File: src/rtl/agp32_mem_ctrl_pkg.sv
// agp32_mem_pkg: shared command, error and state encodings for the agp32 memory controller
package agp32_mem_pkg;
    typedef enum logic [2:0] {
        CMD_NONE      = 3'd0,
        CMD_FETCH     = 3'd1,
        CMD_READ      = 3'd2,
        CMD_WRITE     = 3'd3,
        CMD_INTERRUPT = 3'd4
    } cmd_t;
    typedef enum logic [1:0] {
        ERR_NONE     = 2'd0,
        ERR_MISALIGN = 2'd1,
        ERR_TIMEOUT  = 2'd2
    } err_t;
    typedef enum logic [1:0] {ST_INIT, ST_IDLE, ST_BUSY, ST_ERR} state_t;
    localparam logic [31:0] NOP_INSTR = 32'd63;
    function automatic logic [31:0] word_addr(input logic [31:0] a);
        return {a[31:2], 2'b00};
    endfunction
endpackage

File: src/rtl/agp32_mem_ctrl_if.sv
// agp32_mem_ctrl_if: core command/result signals plus the req/ack RAM bus
interface agp32_mem_ctrl_if;
    import agp32_mem_pkg::*;
    logic [2:0]  command;
    logic [31:0] pc;
    logic [31:0] data_addr;
    logic [31:0] data_wdata;
    logic [3:0]  data_wstrb;
    logic        init_done;
    logic        ready;
    logic [31:0] inst_rdata;
    logic [31:0] data_rdata;
    logic        mem_start_ready;
    err_t        error;
    logic        mem_req;
    logic        mem_we;
    logic [31:0] mem_addr;
    logic [31:0] mem_wdata;
    logic [3:0]  mem_wstrb;
    logic        mem_ack;
    logic [31:0] mem_rdata;
    modport slave (
        input  command, pc, data_addr, data_wdata, data_wstrb, init_done, mem_ack, mem_rdata,
        output ready, inst_rdata, data_rdata, mem_start_ready, error,
               mem_req, mem_we, mem_addr, mem_wdata, mem_wstrb
    );
    modport master (
        output command, pc, data_addr, data_wdata, data_wstrb, init_done, mem_ack, mem_rdata,
        input  ready, inst_rdata, data_rdata, mem_start_ready, error,
               mem_req, mem_we, mem_addr, mem_wdata, mem_wstrb
    );
endinterface

File: src/rtl/agp32_mem_ctrl_watchdog.sv
// agp32_mem_watchdog: counts unacknowledged bus cycles, flags the cycle that reaches the terminal count
module agp32_mem_watchdog #(
    parameter int TC = 255
) (
    input  logic clk,
    input  logic rst_n,
    input  logic i_clr,
    input  logic i_en,
    output logic o_expired
);
    logic [15:0] r_cnt;
    // count enabled cycles since the last clear
    always_ff @(posedge clk) begin
        if (!rst_n || i_clr) r_cnt <= '0;
        else if (i_en) r_cnt <= r_cnt + 16'd1;
    end
    // expires on the cycle whose increment would reach TC
    always_comb o_expired = i_en && (r_cnt == 16'(TC - 1));
endmodule

File: src/rtl/agp32_mem_ctrl.sv
// agp32_mem_ctrl: turns core command pulses into single-outstanding req/ack RAM accesses
module agp32_mem_ctrl
    import agp32_mem_pkg::*;
#(
    parameter int TIMEOUT_CYCLES = 255
) (
    input logic clk,
    input logic rst_n,
    agp32_mem_ctrl_if.slave bus
);
    state_t      r_state;
    err_t        r_err;
    logic        r_ready;
    logic        r_start;
    logic        r_req;
    logic        r_we;
    logic        r_fetch;
    logic [31:0] r_addr;
    logic [31:0] r_wdata;
    logic [3:0]  r_wstrb;
    logic [31:0] r_inst;
    logic [31:0] r_data;
    logic        w_expired;
    logic        w_wd_en;
    logic        w_wd_clr;
    // watchdog runs only while waiting for an ack in BUSY
    always_comb begin
        w_wd_clr = r_state != ST_BUSY;
        w_wd_en  = (r_state == ST_BUSY) && !bus.mem_ack;
    end
    agp32_mem_watchdog #(.TC(TIMEOUT_CYCLES)) u_wd (
        .clk       (clk),
        .rst_n     (rst_n),
        .i_clr     (w_wd_clr),
        .i_en      (w_wd_en),
        .o_expired (w_expired)
    );
    // controller FSM with all outputs registered
    always_ff @(posedge clk) begin
        if (!rst_n) begin
            r_state <= ST_INIT;
            r_err   <= ERR_NONE;
            r_ready <= 1'b0;
            r_start <= 1'b0;
            r_req   <= 1'b0;
            r_we    <= 1'b0;
            r_fetch <= 1'b0;
            r_addr  <= '0;
            r_wdata <= '0;
            r_wstrb <= '0;
            r_inst  <= NOP_INSTR;
            r_data  <= '0;
        end else begin
            case (r_state)
                ST_INIT: if (bus.init_done) begin
                    r_state <= ST_IDLE;
                    r_start <= 1'b1;
                    r_ready <= 1'b1;
                end
                ST_IDLE: case (bus.command)
                    CMD_FETCH: if (bus.pc[1:0] != 2'b00) begin
                        r_err   <= ERR_MISALIGN;
                        r_state <= ST_ERR;
                        r_ready <= 1'b0;
                    end else begin
                        r_addr  <= word_addr(bus.pc);
                        r_we    <= 1'b0;
                        r_wstrb <= '0;
                        r_fetch <= 1'b1;
                        r_req   <= 1'b1;
                        r_ready <= 1'b0;
                        r_state <= ST_BUSY;
                    end
                    CMD_READ: begin
                        r_addr  <= word_addr(bus.data_addr);
                        r_we    <= 1'b0;
                        r_wstrb <= '0;
                        r_fetch <= 1'b0;
                        r_req   <= 1'b1;
                        r_ready <= 1'b0;
                        r_state <= ST_BUSY;
                    end
                    CMD_WRITE: if (bus.data_wstrb == 4'hF && bus.data_addr[1:0] != 2'b00) begin
                        r_err   <= ERR_MISALIGN;
                        r_state <= ST_ERR;
                        r_ready <= 1'b0;
                    end else begin
                        r_addr  <= word_addr(bus.data_addr);
                        r_we    <= 1'b1;
                        r_wdata <= bus.data_wdata;
                        r_wstrb <= bus.data_wstrb;
                        r_fetch <= 1'b0;
                        r_req   <= 1'b1;
                        r_ready <= 1'b0;
                        r_state <= ST_BUSY;
                    end
                    CMD_INTERRUPT: r_ready <= 1'b0;
                    default: r_ready <= 1'b1;
                endcase
                ST_BUSY: if (bus.mem_ack) begin
                    r_req   <= 1'b0;
                    r_we    <= 1'b0;
                    r_ready <= 1'b1;
                    r_state <= ST_IDLE;
                    if (!r_we && r_fetch) r_inst <= bus.mem_rdata;
                    if (!r_we && !r_fetch) r_data <= bus.mem_rdata;
                end else if (w_expired) begin
                    r_req   <= 1'b0;
                    r_err   <= ERR_TIMEOUT;
                    r_state <= ST_ERR;
                end
                default: begin
                    r_ready <= 1'b0;
                    r_req   <= 1'b0;
                end
            endcase
        end
    end
    // drive the interface from the registered state
    always_comb begin
        bus.ready           = r_ready;
        bus.inst_rdata      = r_inst;
        bus.data_rdata      = r_data;
        bus.mem_start_ready = r_start;
        bus.error           = r_err;
        bus.mem_req         = r_req;
        bus.mem_we          = r_we;
        bus.mem_addr        = r_addr;
        bus.mem_wdata       = r_wdata;
        bus.mem_wstrb       = r_wstrb;
    end
endmodule

File: src/flat_wrapper.sv
// flat-port wrapper written by rule: the top's interface ports become plain ports
module agp32_mem_ctrl_flat import agp32_mem_pkg::*;
#(
    parameter int TIMEOUT_CYCLES = 255
)
  (clk, rst_n, bus_command, bus_pc, bus_data_addr, bus_data_wdata, bus_data_wstrb, bus_init_done, bus_mem_ack, bus_mem_rdata, bus_ready, bus_inst_rdata, bus_data_rdata, bus_mem_start_ready, bus_error, bus_mem_req, bus_mem_we, bus_mem_addr, bus_mem_wdata, bus_mem_wstrb);
  agp32_mem_ctrl_if bus_i ();
  input logic clk;
  input logic rst_n;
  input wire logic [$bits(bus_i.command)-1:0] bus_command;
  input wire logic [$bits(bus_i.pc)-1:0] bus_pc;
  input wire logic [$bits(bus_i.data_addr)-1:0] bus_data_addr;
  input wire logic [$bits(bus_i.data_wdata)-1:0] bus_data_wdata;
  input wire logic [$bits(bus_i.data_wstrb)-1:0] bus_data_wstrb;
  input wire logic [$bits(bus_i.init_done)-1:0] bus_init_done;
  input wire logic [$bits(bus_i.mem_ack)-1:0] bus_mem_ack;
  input wire logic [$bits(bus_i.mem_rdata)-1:0] bus_mem_rdata;
  output wire logic [$bits(bus_i.ready)-1:0] bus_ready;
  output wire logic [$bits(bus_i.inst_rdata)-1:0] bus_inst_rdata;
  output wire logic [$bits(bus_i.data_rdata)-1:0] bus_data_rdata;
  output wire logic [$bits(bus_i.mem_start_ready)-1:0] bus_mem_start_ready;
  output wire logic [$bits(bus_i.error)-1:0] bus_error;
  output wire logic [$bits(bus_i.mem_req)-1:0] bus_mem_req;
  output wire logic [$bits(bus_i.mem_we)-1:0] bus_mem_we;
  output wire logic [$bits(bus_i.mem_addr)-1:0] bus_mem_addr;
  output wire logic [$bits(bus_i.mem_wdata)-1:0] bus_mem_wdata;
  output wire logic [$bits(bus_i.mem_wstrb)-1:0] bus_mem_wstrb;
  assign bus_i.command = bus_command;
  assign bus_i.pc = bus_pc;
  assign bus_i.data_addr = bus_data_addr;
  assign bus_i.data_wdata = bus_data_wdata;
  assign bus_i.data_wstrb = bus_data_wstrb;
  assign bus_i.init_done = bus_init_done;
  assign bus_i.mem_ack = bus_mem_ack;
  assign bus_i.mem_rdata = bus_mem_rdata;
  assign bus_ready = bus_i.ready;
  assign bus_inst_rdata = bus_i.inst_rdata;
  assign bus_data_rdata = bus_i.data_rdata;
  assign bus_mem_start_ready = bus_i.mem_start_ready;
  assign bus_error = bus_i.error;
  assign bus_mem_req = bus_i.mem_req;
  assign bus_mem_we = bus_i.mem_we;
  assign bus_mem_addr = bus_i.mem_addr;
  assign bus_mem_wdata = bus_i.mem_wdata;
  assign bus_mem_wstrb = bus_i.mem_wstrb;
  agp32_mem_ctrl #(.TIMEOUT_CYCLES(TIMEOUT_CYCLES)) u_core (.clk(clk), .rst_n(rst_n), .bus(bus_i));
endmodule
File: config.mk
export PLATFORM = sky130hd
export DESIGN_NAME = agp32_mem_ctrl_flat
export DESIGN_NICKNAME = d
export VERILOG_FILES = /design/src/rtl/agp32_mem_ctrl_pkg.sv /design/src/rtl/agp32_mem_ctrl_if.sv /design/src/rtl/agp32_mem_ctrl_watchdog.sv /design/src/rtl/agp32_mem_ctrl.sv /design/src/flat_wrapper.sv
export SDC_FILE = /design/constraint.sdc
export NUM_CORES = 1
export LEC_CHECK = 0
export CAP_MARGIN = 25
export CELL_PAD_IN_SITES_DETAIL_PLACEMENT = 1
export CELL_PAD_IN_SITES_GLOBAL_PLACEMENT = 2
export CORE_AREA = 2 2 162 180
export DETAILED_ROUTE_END_ITERATION = 8
export DIE_AREA = 0 0 164 182
export GPL_ROUTABILITY_DRIVEN = 1
export GPL_TIMING_DRIVEN = 0
export PLACE_DENSITY = 0.86
export SKIP_LAST_GASP = 1
export SYNTH_ARGS = -nofsm -noshare
export SYNTH_HDL_FRONTEND = slang
export SYNTH_SLANG_ARGS = --single-unit
export TNS_END_PERCENT = 5
File: constraint.sdc
create_clock -name clk -period 3.1 [get_ports clk]
set_clock_uncertainty 0.05 [all_clocks]
set_input_delay 0.62 -clock clk [delete_from_list [all_inputs] [get_ports clk]]
set_output_delay 0.62 -clock clk [all_outputs]
set_load 0.1 [all_outputs]
==> impl_metrics.py, run 1 <==
metrics = {
    "clock_network": {
        "postCtsSetupBuffers": 0,
        "cts-resized-gates": 0,
        "postCtsHoldBufs": 0,
        "h-tree-depth": 4,
        "cts_buffers": 17,
        "clkTransAtPathRegs_ns": 0.07,
        "tritoncts": "done",
        "clock_sinks": 155,
        "clock_latency_ns": 0.43,
        "root_buffer": "clkbuf_16",
        "clk_path_buf_depth": 2,
    },
    "setup_path": {
        "worst-path-buf-inv": 1,
        "rr_worst_depth": 9,
        "critPathMaxStageDelay_ns": 1.21,
        "crit_chain": "clkdlybuf4s50_1",
        "cp-end-kind": "output pin",
        "startpoint_type": "flip-flop",
        "crit_fanout": 5,
        "r2r_slack_ns": 0.65,
        "cp.arrival_ns": 2.08,
        "critPathCapture": "bus_mem_we",
        "crit_required_ns": 2.43,
        "reg2reg_to": "u_core.bus.mem_addr[17]$_SDFFE_PN0P_",
        "path_class": "flip-flop to output pin",
        "crit_family": "buffers and inverters",
        "reg2reg_from": "u_core.r_state[0]$_SDFFE_PN0P_",
        "startpoint": "u_core.bus.mem_we$_SDFFE_PN0P_",
        "cp_slowest_cell": "clkdlybuf4s50_1",
        "crit_cells": 1,
    },
    "sta": {
        "maxSlewHeadroom_pct": 29.48,
        "setup_viol": 0,
        "finalHoldViolations": 0,
        "fmax_mhz": 363.2,
        "period_share_pct": 88.82,
        "finalMaxSlewViolations": 0,
        "final.min_clock_period_ns": 2.753,
        "grt_setup_unrepaired": "false",
        "worst_pin_slew_ns": 1.055,
    },
    "final_layout": {
        "syn2layout_area_growth_pct": 59.31,
        "drive_gt1_share_pct": 5.019,
        "final_common_cell": "clkdlybuf4s50_1",
        "final_cells": 1444,
        "fin_util_pct": 36.07,
        "mostFrequentLayoutCells": "clkdlybuf4s50_1 (273), nand2_1 (270), dfxtp_1 (155)",
        "fin_nets": 1209,
        "antenna_cells": 0,
        "final_area_um2": 10180,
    },
    "synth": {
        "synthCells": 770,
        "synth_cell_types": 42,
        "syn_area_um2": 6390,
        "synth_top_area_share_pct": 48.56,
        "synth_edf_count": 0,
        "ys_top_cells_by_area": "dfxtp_1 (49%), nand2_1 (16%), a21boi_0 (11%)",
        "ys_ff_latch": 155,
        "netlist.top_cell.by_area": "dfxtp_1",
        "synth_area_per_cell_um2": 8.299,
        "ys_seq_area_share_pct": 48.56,
        "ys_warn_count": 0,
        "synth_ff_type": "dfxtp_1",
        "synth-async-reset-ratio_pct": 0,
    },
    "job": {
        "cap_violations": 0,
    },
    "pwr": {
        "vdd.ir_drop.worst_mv": 0.2730,
        "p_per_area_nw_per_um2": 592.6,
        "p_leak_nw": 3.836,
    },
    "grt": {
        "overflow": 0,
        "track_usage_pct": 15.39,
        "grt_pass1_wl_mm": 35.84,
        "grt_max_degree": 17,
        "grt_antenna_before_repair": 0,
        "grt_pass1_vias": 6632,
    },
    "min_path": {
        "min_path_type": "flip-flop to flip-flop",
        "holdCritStartpoint": "u_core.bus.data_rdata[31]$_SDFFE_PN0P_",
    },
    "floorplan": {
        "io_pins": 277,
        "die_h_um": 182,
        "core-area_um2": 28220,
        "dieWidth_um": 164,
        "rows": 65,
        "dieArea_um2": 29850,
        "initial_core_util_pct": 22.64,
    },
    "run_status": {
        "status": "complete, no violations",
    },
    "placed_design": {
        "gp_congestion": 0.7627,
        "portBuffers": 273,
        "place_inst": 1412,
        "hpwl_mm": 17.66,
        "placed_area_um2": 9587,
    },
    "routing": {
        "wirelength_mm": 22.97,
        "detail_route.iter0.violations": 178,
        "wl_per_cell_um": 15.91,
        "ant_nets": 0,
        "viasPerCell": 4.364,
        "dr_total_vias": 6302,
        "firstDrtPassIters": 4,
        "post-route-drc-count": 0,
    },
}
worst min path at each step:
stage | cells after the start | end | slack (ns)
after floorplan | 2 | u_core.u_wd.r_cnt[15]$_SDFFE_PP0P_ | 0.42
after global placement | 2 | u_core.bus.mem_wdata[18]$_SDFFE_PN0P_ | 0.40
after detailed placement | 2 | u_core.bus.data_rdata[31]$_SDFFE_PN0P_ | 0.41
after CTS | 2 | u_core.bus.data_rdata[31]$_SDFFE_PN0P_ | 0.42
after global routing | 2 | u_core.bus.inst_rdata[18]$_SDFFE_PN0P_ | 0.43
final | 2 | u_core.bus.data_rdata[31]$_SDFFE_PN0P_ | 0.41
power by group:
group / total, mW / internal [mW] / switching [mW]
logic: 1.72 / 0.532 / 1.19
clock network: 2.13 / 1.21 / 0.925
registers: 2.18 / 2.11 / 0.0704
stage by stage:
| stage | TNS (ns) | hold slack, ns | power (mW) | worst slack [ns] |
|---|---|---|---|---|
| 2_1_floorplan | 0 | 0.4213 | 3.399 | 0.7413 |
| 3_3_place_gp | -7.941 | 0.3994 | 3.943 | -0.3509 |
| 3_5_place_dp | -10.50 | 0.4068 | 3.959 | -0.4239 |
| 4_1_cts | 0 | 0.4167 | 6.141 | 0.02555 |
| 5_1_grt | 0 | 0.4344 | 6.309 | 0.1066 |
| 6_report | 0 | 0.4132 | 6.032 | 0.3466 |
kinds of logic after synthesis:
family | share of synthesized area, %
flops | 48.56
mux | 0.4700
simple gates | 24.95
buf+inv | 3.936
fa+ha+maj | 1.371
other cells | 0.05869
compound gates | 18.74
xor+xnor | 1.919
worst reg2reg max path, stage by stage (launching register included):
cell,delay (ns)
dfxtp_1,0.42
ha_1,0.17
clkbuf_1,0.33
inv_1,0.14
nor3_1,0.36
a31o_2,0.16
buf_2,0.20
buf_2,0.25
nand3_1,0.13
o211a_1,0.15
cells in the mapped netlist, types with 2 or more instances:
cell,instances
nand2_1,270
dfxtp_1,155
a21boi_0,94
nand3_1,47
clkbuf_1,45
o211a_1,31
nor2_1,24
buf_2,9
nor3_1,8
ha_1,7
xnor2_1,7
xor2_1,7
a21oi_1,6
inv_1,6
nor2b_1,5
and3_1,4
o21ai_0,4
a211oi_1,3
and2_1,3
mux2i_1,3
nand2b_1,3
o211ai_1,3
buf_4,2
nand3b_1,2
o31ai_1,2
or2_2,2
or3_1,2
or4b_2,2
sequential cells by signal, indices dropped and copies added, names as in the netlist:
| name | flops |
|---|---|
| u_core.bus.data_rdata | 32 |
| u_core.bus.error | 2 |
| u_core.bus.inst_rdata | 32 |
| u_core.bus.mem_addr | 30 |
| u_core.bus.mem_req | 1 |
| u_core.bus.mem_start_ready | 1 |
| u_core.bus.mem_wdata | 32 |
| u_core.bus.mem_we | 1 |
| u_core.bus.mem_wstrb | 4 |
| u_core.bus.ready | 1 |
| u_core.r_fetch | 1 |
| u_core.r_state | 2 |
| u_core.u_wd.r_cnt | 16 |
cell type report:
| class | instances | area (µm²) |
|---|---|---|
| Buffer | 56 | 231.5 |
| Clock buffer | 18 | 429.2 |
| Clock inverter | 14 | 161.4 |
| Fill cell | 3329 | 18040 |
| Inverter | 6 | 22.52 |
| Multi-Input combinational cell | 554 | 3039 |
| Sequential cell | 155 | 3103 |
| Tap cell | 368 | 460.4 |
| Timing Repair Buffer | 273 | 2733 |
layer usage:
metal  track usage (%)  vias to the layer above  wire, µm
met5                 0                        -         0
met4             4.842                        0       405
met3             5.505                       25      1776
met2             26.79                      183     11330
met1             17.45                     2957      9459
li1                  -                     3137         -
Power figures use the tool's default switching activity.
==> run 2, diff against run 1 <==
Settings changed: SETUP_SLACK_MARGIN from default to 0.4.
==> run 2 against run 1 <==
  * Via count rose by 0.32%
  * Combinational power hardly changed
  * Clock-buffer cell count unchanged
  * First-iteration DRC count fell by 7.3%
  * Final area up 0.16%
  * Hold slack about the same
  * Sequential share of layout area is essentially flat
  * Non-clock buffer count stayed put
  * Maximum frequency up 4.4%
  * Sequential cell count stayed put
  * Utilization rose by 0.058 points
  * Final cell count unchanged
  * Critical endpoint is now bus_mem_req
  * Largest power group unchanged
==> impl_metrics.py, run 2 (synthesis results as in run 1) <==
metrics = {
    "placed_design": {
        "hpwl_mm": 17.66,
        "portBuffers": 273,
        "gp_congestion": 0.7627,
        "place_inst": 1412,
    },
    "final_layout": {
        "final_cells": 1444,
        "multiInputGateArea_um2": 3044,
        "fin_util_pct": 36.13,
        "fillers": 3334,
        "fin_nets": 1209,
        "final_common_cell": "clkdlybuf4s50_1",
        "mostFrequentLayoutCells": "clkdlybuf4s50_1 (272), nand2_1 (270), dfxtp_1 (155)",
        "syn2layout_area_growth_pct": 59.56,
        "antenna_cells": 0,
        "ff_latch_area_um2": 3103,
        "drive_gt1_share_pct": 5.483,
    },
    "clock_network": {
        "postCtsSetupBuffers": 0,
        "clock_sinks": 155,
        "h-tree-depth": 4,
        "tritoncts": "done",
        "clk_path_buf_depth": 2,
        "clock_latency_ns": 0.43,
        "root_buffer": "clkbuf_16",
        "clkTransAtPathRegs_ns": 0.07,
        "cts_buffers": 17,
    },
    "setup_path": {
        "cp-end-kind": "output pin",
        "crit_required_ns": 2.43,
        "cp_slowest_cell": "clkdlybuf4s50_1",
        "path_class": "flip-flop to output pin",
        "critPathMaxStageDelay_ns": 1.18,
        "startpoint_type": "flip-flop",
        "crit_family": "buffers and inverters",
        "crit_chain": "clkdlybuf4s50_1",
        "worst-path-buf-inv": 1,
        "cp.arrival_ns": 1.97,
        "crit_fanout": 2,
    },
    "routing": {
        "detail_route.iter0.violations": 165,
        "firstDrtPassIters": 4,
        "dr_total_vias": 6322,
        "wirelength_mm": 23.01,
        "viasPerCell": 4.378,
        "ant_nets": 0,
        "wl_per_cell_um": 15.94,
        "post-route-drc-count": 0,
    },
    "floorplan": {
        "initial_core_util_pct": 22.64,
        "io_pins": 277,
        "dieArea_um2": 29850,
        "dieWidth_um": 164,
        "core-area_um2": 28220,
        "die_h_um": 182,
        "rows": 65,
    },
    "grt": {
        "grt_pass1_wl_mm": 35.85,
        "track_usage_pct": 15.39,
        "grt_antenna_before_repair": 0,
        "grt_max_degree": 17,
        "grt_pass1_vias": 6635,
        "overflow": 0,
    },
    "min_path": {
        "min_path_type": "flip-flop to flip-flop",
    },
    "job": {
        "cap_violations": 0,
    },
    "sta": {
        "grt_setup_unrepaired": "true",
        "fmax_mhz": 379.1,
        "maxSlewHeadroom_pct": 29.48,
        "finalHoldViolations": 0,
        "period_share_pct": 85.08,
        "worst_pin_slew_ns": 1.055,
        "setup_viol": 0,
        "tns_ns": 0,
        "final.min_clock_period_ns": 2.638,
        "fin_hold_ws_ns": 0.4131,
        "finalMaxSlewViolations": 0,
    },
    "pwr": {
        "vdd.ir_drop.worst_mv": 0.2730,
        "p_leak_nw": 3.852,
        "power.total_mw": 6.034,
        "p_per_area_nw_per_um2": 591.8,
    },
    "run_status": {
        "status": "complete, no violations",
    },
}
[run 2: changes by cell type in the layout (fill, tap and decap cells not counted), sizes merged]
cell and change:
dlygate4sd2 +1, buf -2, clkbuf +2, clkdlybuf4s50 -1
[run 2: through the flow]
step / worst slack, ns / cell area [µm²]
global placement: -0.3509 / 9587
floorplan: 0.7413 / 6394
detailed placement: -0.4239 / 9587
global route: 0.3308 / 10200
finish: 0.4624 / 10200
CTS: 0.3465 / 10180
[run 2: where the power goes]
group | total (mW) | internal [mW] | switching, mW
registers | 2.18 | 2.11 | 0.0703
logic | 1.73 | 0.534 | 1.19
clock network | 2.13 | 1.21 | 0.922
[run 2: layer usage]
metal	up-vias	wire length, µm	track usage, %
li1	3139	-	-
met1	2980	9453	17.45
met2	180	11410	26.81
met3	23	1754	5.505
met4	0	393	4.842
met5	-	0	0
[run 2: worst paths after layout]
path	slack [ns]	from	to	cells past startpoint
hold / removal	0.41	u_core.bus.data_rdata[31]$_SDFFE_PN0P_	u_core.bus.data_rdata[31]$_SDFFE_PN0P_	2
setup reg to reg	0.67	u_core.r_state[0]$_SDFFE_PN0P_	u_core.bus.data_rdata[25]$_SDFFE_PN0P_	7
setup / recovery	0.46	u_core.bus.mem_req$_SDFFE_PN0P_	bus_mem_req	1
hold reg to reg	0.41	u_core.bus.data_rdata[31]$_SDFFE_PN0P_	u_core.bus.data_rdata[31]$_SDFFE_PN0P_	2
[run 2: layout make-up]
type | count | share of cell area [%]
clock inverter | 14 | 1.583
clock buffer | 18 | 4.209
multi-input combinational | 554 | 29.86
timing repair buffer | 273 | 26.79
sequential | 155 | 30.43
tap | 368 | 4.516
inverter | 6 | 0.2209
buffer | 56 | 2.393
[run 2: what timing repair did]
action                                  CTS  global route
endpoints found under the setup margin   52            61
pin swaps                                 0             0
gates resized for setup                   4            11
hold buffers                              0             0
